--- src/rtl/lu_pipe_if.sv ---
// Operand/result bundle for lu_pipe: valid/ready on the operand side, valid/ready on the result side.
// master = operand source plus result consumer; slave = the logic unit.
interface lu_pipe_if #(
  parameter int W  = 8,
  parameter int CW = 4
);
  logic          in_valid;
  logic          in_ready;
  logic [W-1:0]  a;
  logic [W-1:0]  b;
  logic [2:0]    op;
  logic          acc_sel;
  logic          acc_clr;
  logic [W-1:0]  s;
  logic          zero;
  logic          parity;
  logic          out_valid;
  logic          out_ready;
  logic [CW-1:0] op_count;

  modport master (
    output in_valid, a, b, op, acc_sel, acc_clr, out_ready,
    input  in_ready, s, zero, parity, out_valid, op_count
  );

  modport slave (
    input  in_valid, a, b, op, acc_sel, acc_clr, out_ready,
    output in_ready, s, zero, parity, out_valid, op_count
  );
endinterface

--- src/rtl/lu_pipe.sv ---
// W-bit 8-op logic unit with accumulator, one output register stage (result the cycle after accept).
// in_ready = !out_valid || out_ready: a stalled result blocks new operands, no skid buffer.
module lu_pipe #(
  parameter int W  = 8,
  parameter int CW = 4
) (
  input logic       clk,
  input logic       reset,
  lu_pipe_if.slave  io
);

  logic [W-1:0]  s_q, s_d;
  logic [W-1:0]  acc_q, acc_d;
  logic          zero_q, zero_d;
  logic          parity_q, parity_d;
  logic          out_valid_q, out_valid_d;
  logic [CW-1:0] op_count_q, op_count_d;

  logic [W-1:0]  opa;
  logic [W-1:0]  grp;
  logic [W-1:0]  res;
  logic          in_rdy;
  logic          accept;

  // acc_clr takes effect before the accumulator is used as operand A.
  always_comb begin
    opa = io.acc_sel ? (io.acc_clr ? '0 : acc_q) : io.a;
    case (io.op[2:1])
      2'b00:   grp = opa & io.b;
      2'b01:   grp = opa | io.b;
      2'b10:   grp = opa ^ io.b;
      default: grp = opa;
    endcase
    res = io.op[0] ? ~grp : grp;
  end

  always_comb begin
    in_rdy      = !out_valid_q || io.out_ready;
    accept      = io.in_valid && in_rdy;
    s_d         = s_q;
    zero_d      = zero_q;
    parity_d    = parity_q;
    out_valid_d = out_valid_q;
    op_count_d  = op_count_q;
    acc_d       = acc_q;
    if (accept) begin
      s_d         = res;
      zero_d      = (res == '0);
      parity_d    = ^res;
      out_valid_d = 1'b1;
      op_count_d  = op_count_q + CW'(1);
      acc_d       = res;
    end else begin
      if (io.out_ready) out_valid_d = 1'b0;
      if (io.acc_clr)   acc_d       = '0;
    end
  end

  always_ff @(posedge clk or posedge reset) begin
    if (reset) begin
      s_q         <= '0;
      zero_q      <= 1'b0;
      parity_q    <= 1'b0;
      out_valid_q <= 1'b0;
      op_count_q  <= '0;
      acc_q       <= '0;
    end else begin
      s_q         <= s_d;
      zero_q      <= zero_d;
      parity_q    <= parity_d;
      out_valid_q <= out_valid_d;
      op_count_q  <= op_count_d;
      acc_q       <= acc_d;
    end
  end

  assign io.in_ready  = in_rdy;
  assign io.s         = s_q;
  assign io.zero      = zero_q;
  assign io.parity    = parity_q;
  assign io.out_valid = out_valid_q;
  assign io.op_count  = op_count_q;

endmodule

--- src/flat_wrapper.sv ---
// flat-port wrapper written by rule: the top's interface ports become plain ports
module lu_pipe_flat 
#(
  parameter int W  = 8,
  parameter int CW = 4
)
  (clk, reset, io_in_valid, io_a, io_b, io_op, io_acc_sel, io_acc_clr, io_out_ready, io_in_ready, io_s, io_zero, io_parity, io_out_valid, io_op_count);
  lu_pipe_if #(.W(W), .CW(CW)) io_i ();
  input logic clk;
  input logic reset;
  input wire logic [$bits(io_i.in_valid)-1:0] io_in_valid;
  input wire logic [$bits(io_i.a)-1:0] io_a;
  input wire logic [$bits(io_i.b)-1:0] io_b;
  input wire logic [$bits(io_i.op)-1:0] io_op;
  input wire logic [$bits(io_i.acc_sel)-1:0] io_acc_sel;
  input wire logic [$bits(io_i.acc_clr)-1:0] io_acc_clr;
  input wire logic [$bits(io_i.out_ready)-1:0] io_out_ready;
  output wire logic [$bits(io_i.in_ready)-1:0] io_in_ready;
  output wire logic [$bits(io_i.s)-1:0] io_s;
  output wire logic [$bits(io_i.zero)-1:0] io_zero;
  output wire logic [$bits(io_i.parity)-1:0] io_parity;
  output wire logic [$bits(io_i.out_valid)-1:0] io_out_valid;
  output wire logic [$bits(io_i.op_count)-1:0] io_op_count;
  assign io_i.in_valid = io_in_valid;
  assign io_i.a = io_a;
  assign io_i.b = io_b;
  assign io_i.op = io_op;
  assign io_i.acc_sel = io_acc_sel;
  assign io_i.acc_clr = io_acc_clr;
  assign io_i.out_ready = io_out_ready;
  assign io_in_ready = io_i.in_ready;
  assign io_s = io_i.s;
  assign io_zero = io_i.zero;
  assign io_parity = io_i.parity;
  assign io_out_valid = io_i.out_valid;
  assign io_op_count = io_i.op_count;
  lu_pipe #(.W(W), .CW(CW)) u_core (.clk(clk), .reset(reset), .io(io_i));
endmodule
--- config.mk ---
export PLATFORM = sky130hd
export DESIGN_NAME = lu_pipe_flat
export DESIGN_NICKNAME = d
export VERILOG_FILES = /design/src/rtl/lu_pipe_if.sv /design/src/rtl/lu_pipe.sv /design/src/flat_wrapper.sv
export SDC_FILE = /design/constraint.sdc
export NUM_CORES = 1
export LEC_CHECK = 0
export ABC_AREA = 1
export BUFFER_PORTS_ARGS = -buffer_cell sky130_fd_sc_hd__buf_4
export CORE_ASPECT_RATIO = 0.7
export CORE_MARGIN = 2
export CORE_UTILIZATION = 35
export DETAILED_ROUTE_END_ITERATION = 12
export PLACE_DENSITY_LB_ADDON = 0.05
export SLEW_MARGIN = 10
export SYNTH_ARGS = -nofsm -noshare
export SYNTH_HDL_FRONTEND = slang
export SYNTH_SLANG_ARGS = --single-unit
--- constraint.sdc ---
create_clock -name clk -period 1.9 [get_ports clk]
set_input_delay 0 -clock clk [delete_from_list [all_inputs] [get_ports clk]]
set_output_delay 0 -clock clk [all_outputs]
set_load 0.05 [all_outputs]
==> impl_results.md <==
* Total gr overflow at 0
* Critical path class: reg -> reg
* Synthesized area at about 1800 µm²
* Seq cells post-synth at 23
* Hold Crit Endpoint: u_core.io.out_valid$_DFFE_PP0P_
* P&R area growth vs syn at 63.6%
* Fin. max-slew vios at 0
* H-tree levels at 1
* Period utilization at 109%
* Clk pin slew, worst setup/hold paths at about 0.080 ns
* Most instantiated cells after synthesis: nand2_1 (80), nand3_1 (40), inv_1 (29)
* Largest net degree at the start of global routing at 24
* Worst skew pair latency at approximately 0.26 ns
* # port buffers at 40
* Die Footprint at around 5900 µm²
* Initial Util at approximately 36%
* CTS root buffer: clkbuf_8
* Fraction of registers with async set/reset at between 90% and 100%
* Top-count cell post-synth: nand2_1
* Initial antenna violation count at 0
* Reg-to-reg critical path startpoint: u_core.acc_q[5]$_DFF_PP0_
* Hpwl dp at 3500 µm
* First-pass GRT wire length at 8020 µm
* PnR worst setup slack at -0.162 ns
* Share of layout cells above drive strength 1 at a little under three fifths
* Pwr dens at between 700 and 800 nW/µm²
* Final hold viol count at 0
* Shortest period the worst path allows at 2.06 ns
* Hold slack at between 0.03 and 0.04 ns
* Initial DRT Pass Iterations at 4
* Yosys cell types at 18
* Setup Viol. Count Final at 7
* Post-Syn Area per Cell at 7.62 µm²
* Synth top area share at 31.2%
* Syn nets at 288
* Ys flop type: dfrtp_1
* Clock Skew at 0.00512 ns
* Leakage at between 0.0015 and 0.002 µW
* CP arrival at around 2.2 ns
* Rows at 22
* CORE AREA at 5150 µm²
* Inserted Clock Buffers at 3
* DRT met1 WL at 2360 µm
* Total track usage at 16.8%
* Vias in the first global route at between 1.5k and 2k
* Register area share after synthesis at ~31%
* Routed via count at about 1.9k
* Final nets at between 300 and 400
* HP Start: io_out_ready
* Maximum VDD drop at 0.460 mV
* Reg2reg end: u_core.io.parity$_DFFE_PP0P_
* Max Clock Freq at 485 MHz
* Post-synth top area cell: dfrtp_1
* Placer Congestion at approximately 0.8
* Max Fanout on Critical Path at 2
* Die Height at about 65 µm
* Synth area leaders: dfrtp_1 (31%), nand2_1 (16%), ha_1 (14%)
* Cells after synthesis at approximately 240
* Antenna fix cells at 0
* Critical Path Source Type: register
* Post-layout util at 58.6%
* Failing checks: negative setup slack
* Worst Hold Depth at 4
* Uppermost layer routed: met4
* Worst hold path class: in -> reg
* Die X at between 90 and 100 µm
* Status: complete, but fails checks
* DRT antenna net count at 0
* Sink Count at 23
* Reg2reg setup slack at -0.16 ns
* Worst EP required at roughly 2.0 ns
* # Max-Cap Violations at 0
* Top-level port count at slightly above 40
* CP Capture Type: register
* Met3 WL at approximately 170 µm
* Tightest Pin Transition at 0.345 ns
* Final WL at ~4800 µm
* Met2 routed WL at around 2300 µm
* Pre-CTS setup slack at -0.279 ns
* Number of synthesized flops with an enable pin at 0
* R2r worst-path depth at 14
* Maximum root-to-sink buffer count at 2
* Wire per inst at 11.7 µm
* RSZ-0062 raised after global routing: yes
* Drt via density at 4.59
* Syn. warnings at 0
* CTS tree: yes
* Iter 0 DRT Violations at between 40 and 50
* Remaining DRCs at 0
* Slew headroom at between 70% and 80%
-- where the power goes --
part / total (µW) / switching (µW) / internal [µW]
clock: 288 / 139 / 149
combinational: 1200 / 703 / 498
sequential: 684 / 84.9 / 599
-- cells in the final DEF (no fill, tap or decap) --
cell type and instances:
ha_2 1, ha_4 11, nand2_1 58, nor2_4 1, o21ai_0 1, o21ai_1 6
nand2_4 1, inv_1 23, inv_2 8, o21ai_4 1, xnor2_2 2, dfrtp_1 23
xnor2_1 4, dlygate4sd3_1 1, buf_12 1, nand2_2 23, clkbuf_8 3, clkinv_4 1
nand3_2 35, o21ai_2 2, nand3_1 21, nand4_1 2, clkbuf_1 1, buf_4 101
ha_1 9
-- how the worst max path moves through the flow --
stage	slack, ns	end	startpoint	cells after the start
after floorplan	-0.05	u_core.io.parity$_DFFE_PP0P_	u_core.acc_q[5]$_DFF_PP0_	12
after global placement	-0.27	u_core.io.parity$_DFFE_PP0P_	io_acc_clr	14
after detailed placement	-0.28	u_core.io.parity$_DFFE_PP0P_	io_acc_clr	14
after CTS	-0.18	u_core.io.parity$_DFFE_PP0P_	u_core.acc_q[7]$_DFF_PP0_	13
after global routing	-0.31	u_core.io.parity$_DFFE_PP0P_	u_core.acc_q[4]$_DFF_PP0_	13
final	-0.16	u_core.io.parity$_DFFE_PP0P_	u_core.acc_q[5]$_DFF_PP0_	14
-- state kept, by name, summed over array words and instances (netlist names) --
register / count
u_core.io.zero: 1
u_core.io.s: 8
u_core.io.parity: 1
u_core.io.out_valid: 1
u_core.io.op_count: 4
u_core.acc_q: 8
-- critical path: stages, from the launching register on --
cell	delay, ns
dfrtp_1	0.41
nand3_2	0.10
nand2_2	0.06
buf_4	0.13
buf_4	0.12
ha_2	0.17
nand2_2	0.06
nand3_2	0.07
nand2_1	0.09
nand2_2	0.06
nand2_2	0.10
ha_4	0.21
xnor2_2	0.17
xnor2_1	0.14
o21ai_1	0.08
-- through the flow --
stage	instances	area, µm²	TNS, ns	power [µW]
global route	412	3020	-1.33	2320
finish	412	3020	-0.528	2170
floorplan	242	1900	-0.0483	1370
CTS	407	2840	-0.400	2110
detailed placement	391	2580	-0.291	1730
global placement	391	2580	-0.268	1720
-- final cells by class --
cell class,count,area (µm²)
timing repair buffer,103,788
inverter,32,125
fill,503,2130
clock buffer,4,45.0
tap,72,90.1
sequential,23,576
multi-input combinational,178,1390
-- metal layers --
metal / global-route usage [%] / vias up
li1: - / 973
met1: 22.2 / 880
met2: 29.1 / 35
met3: 3.84 / 2
met4: 1.73 / 0
met5: 0 / -
-- timing repair --
| item | CTS | global route |
|---|---|---|
| endpoints found under the hold margin | 23 | 0 |
| setup buffers | 11 | 5 |
| hold buffers | 1 | 0 |
| endpoints found under the setup margin | 2 | 8 |
| gates resized for setup | 27 | 27 |
| pin swaps | 40 | 39 |
-- cells by family (layout without fill, tap and decap cells) --
group,after synthesis,in the layout,synth area share [%]
AOI/OAI and AO/OA,10,10,2.72
buffers and inverters,41,139,10.9
xor gates and xnor gates,6,6,2.85
adders and majority gates,21,21,14.3
and+or+nand+nor,141,141,38.1
DFF,23,23,31.2
No activity file was read; power rests on OpenSTA's default activity.
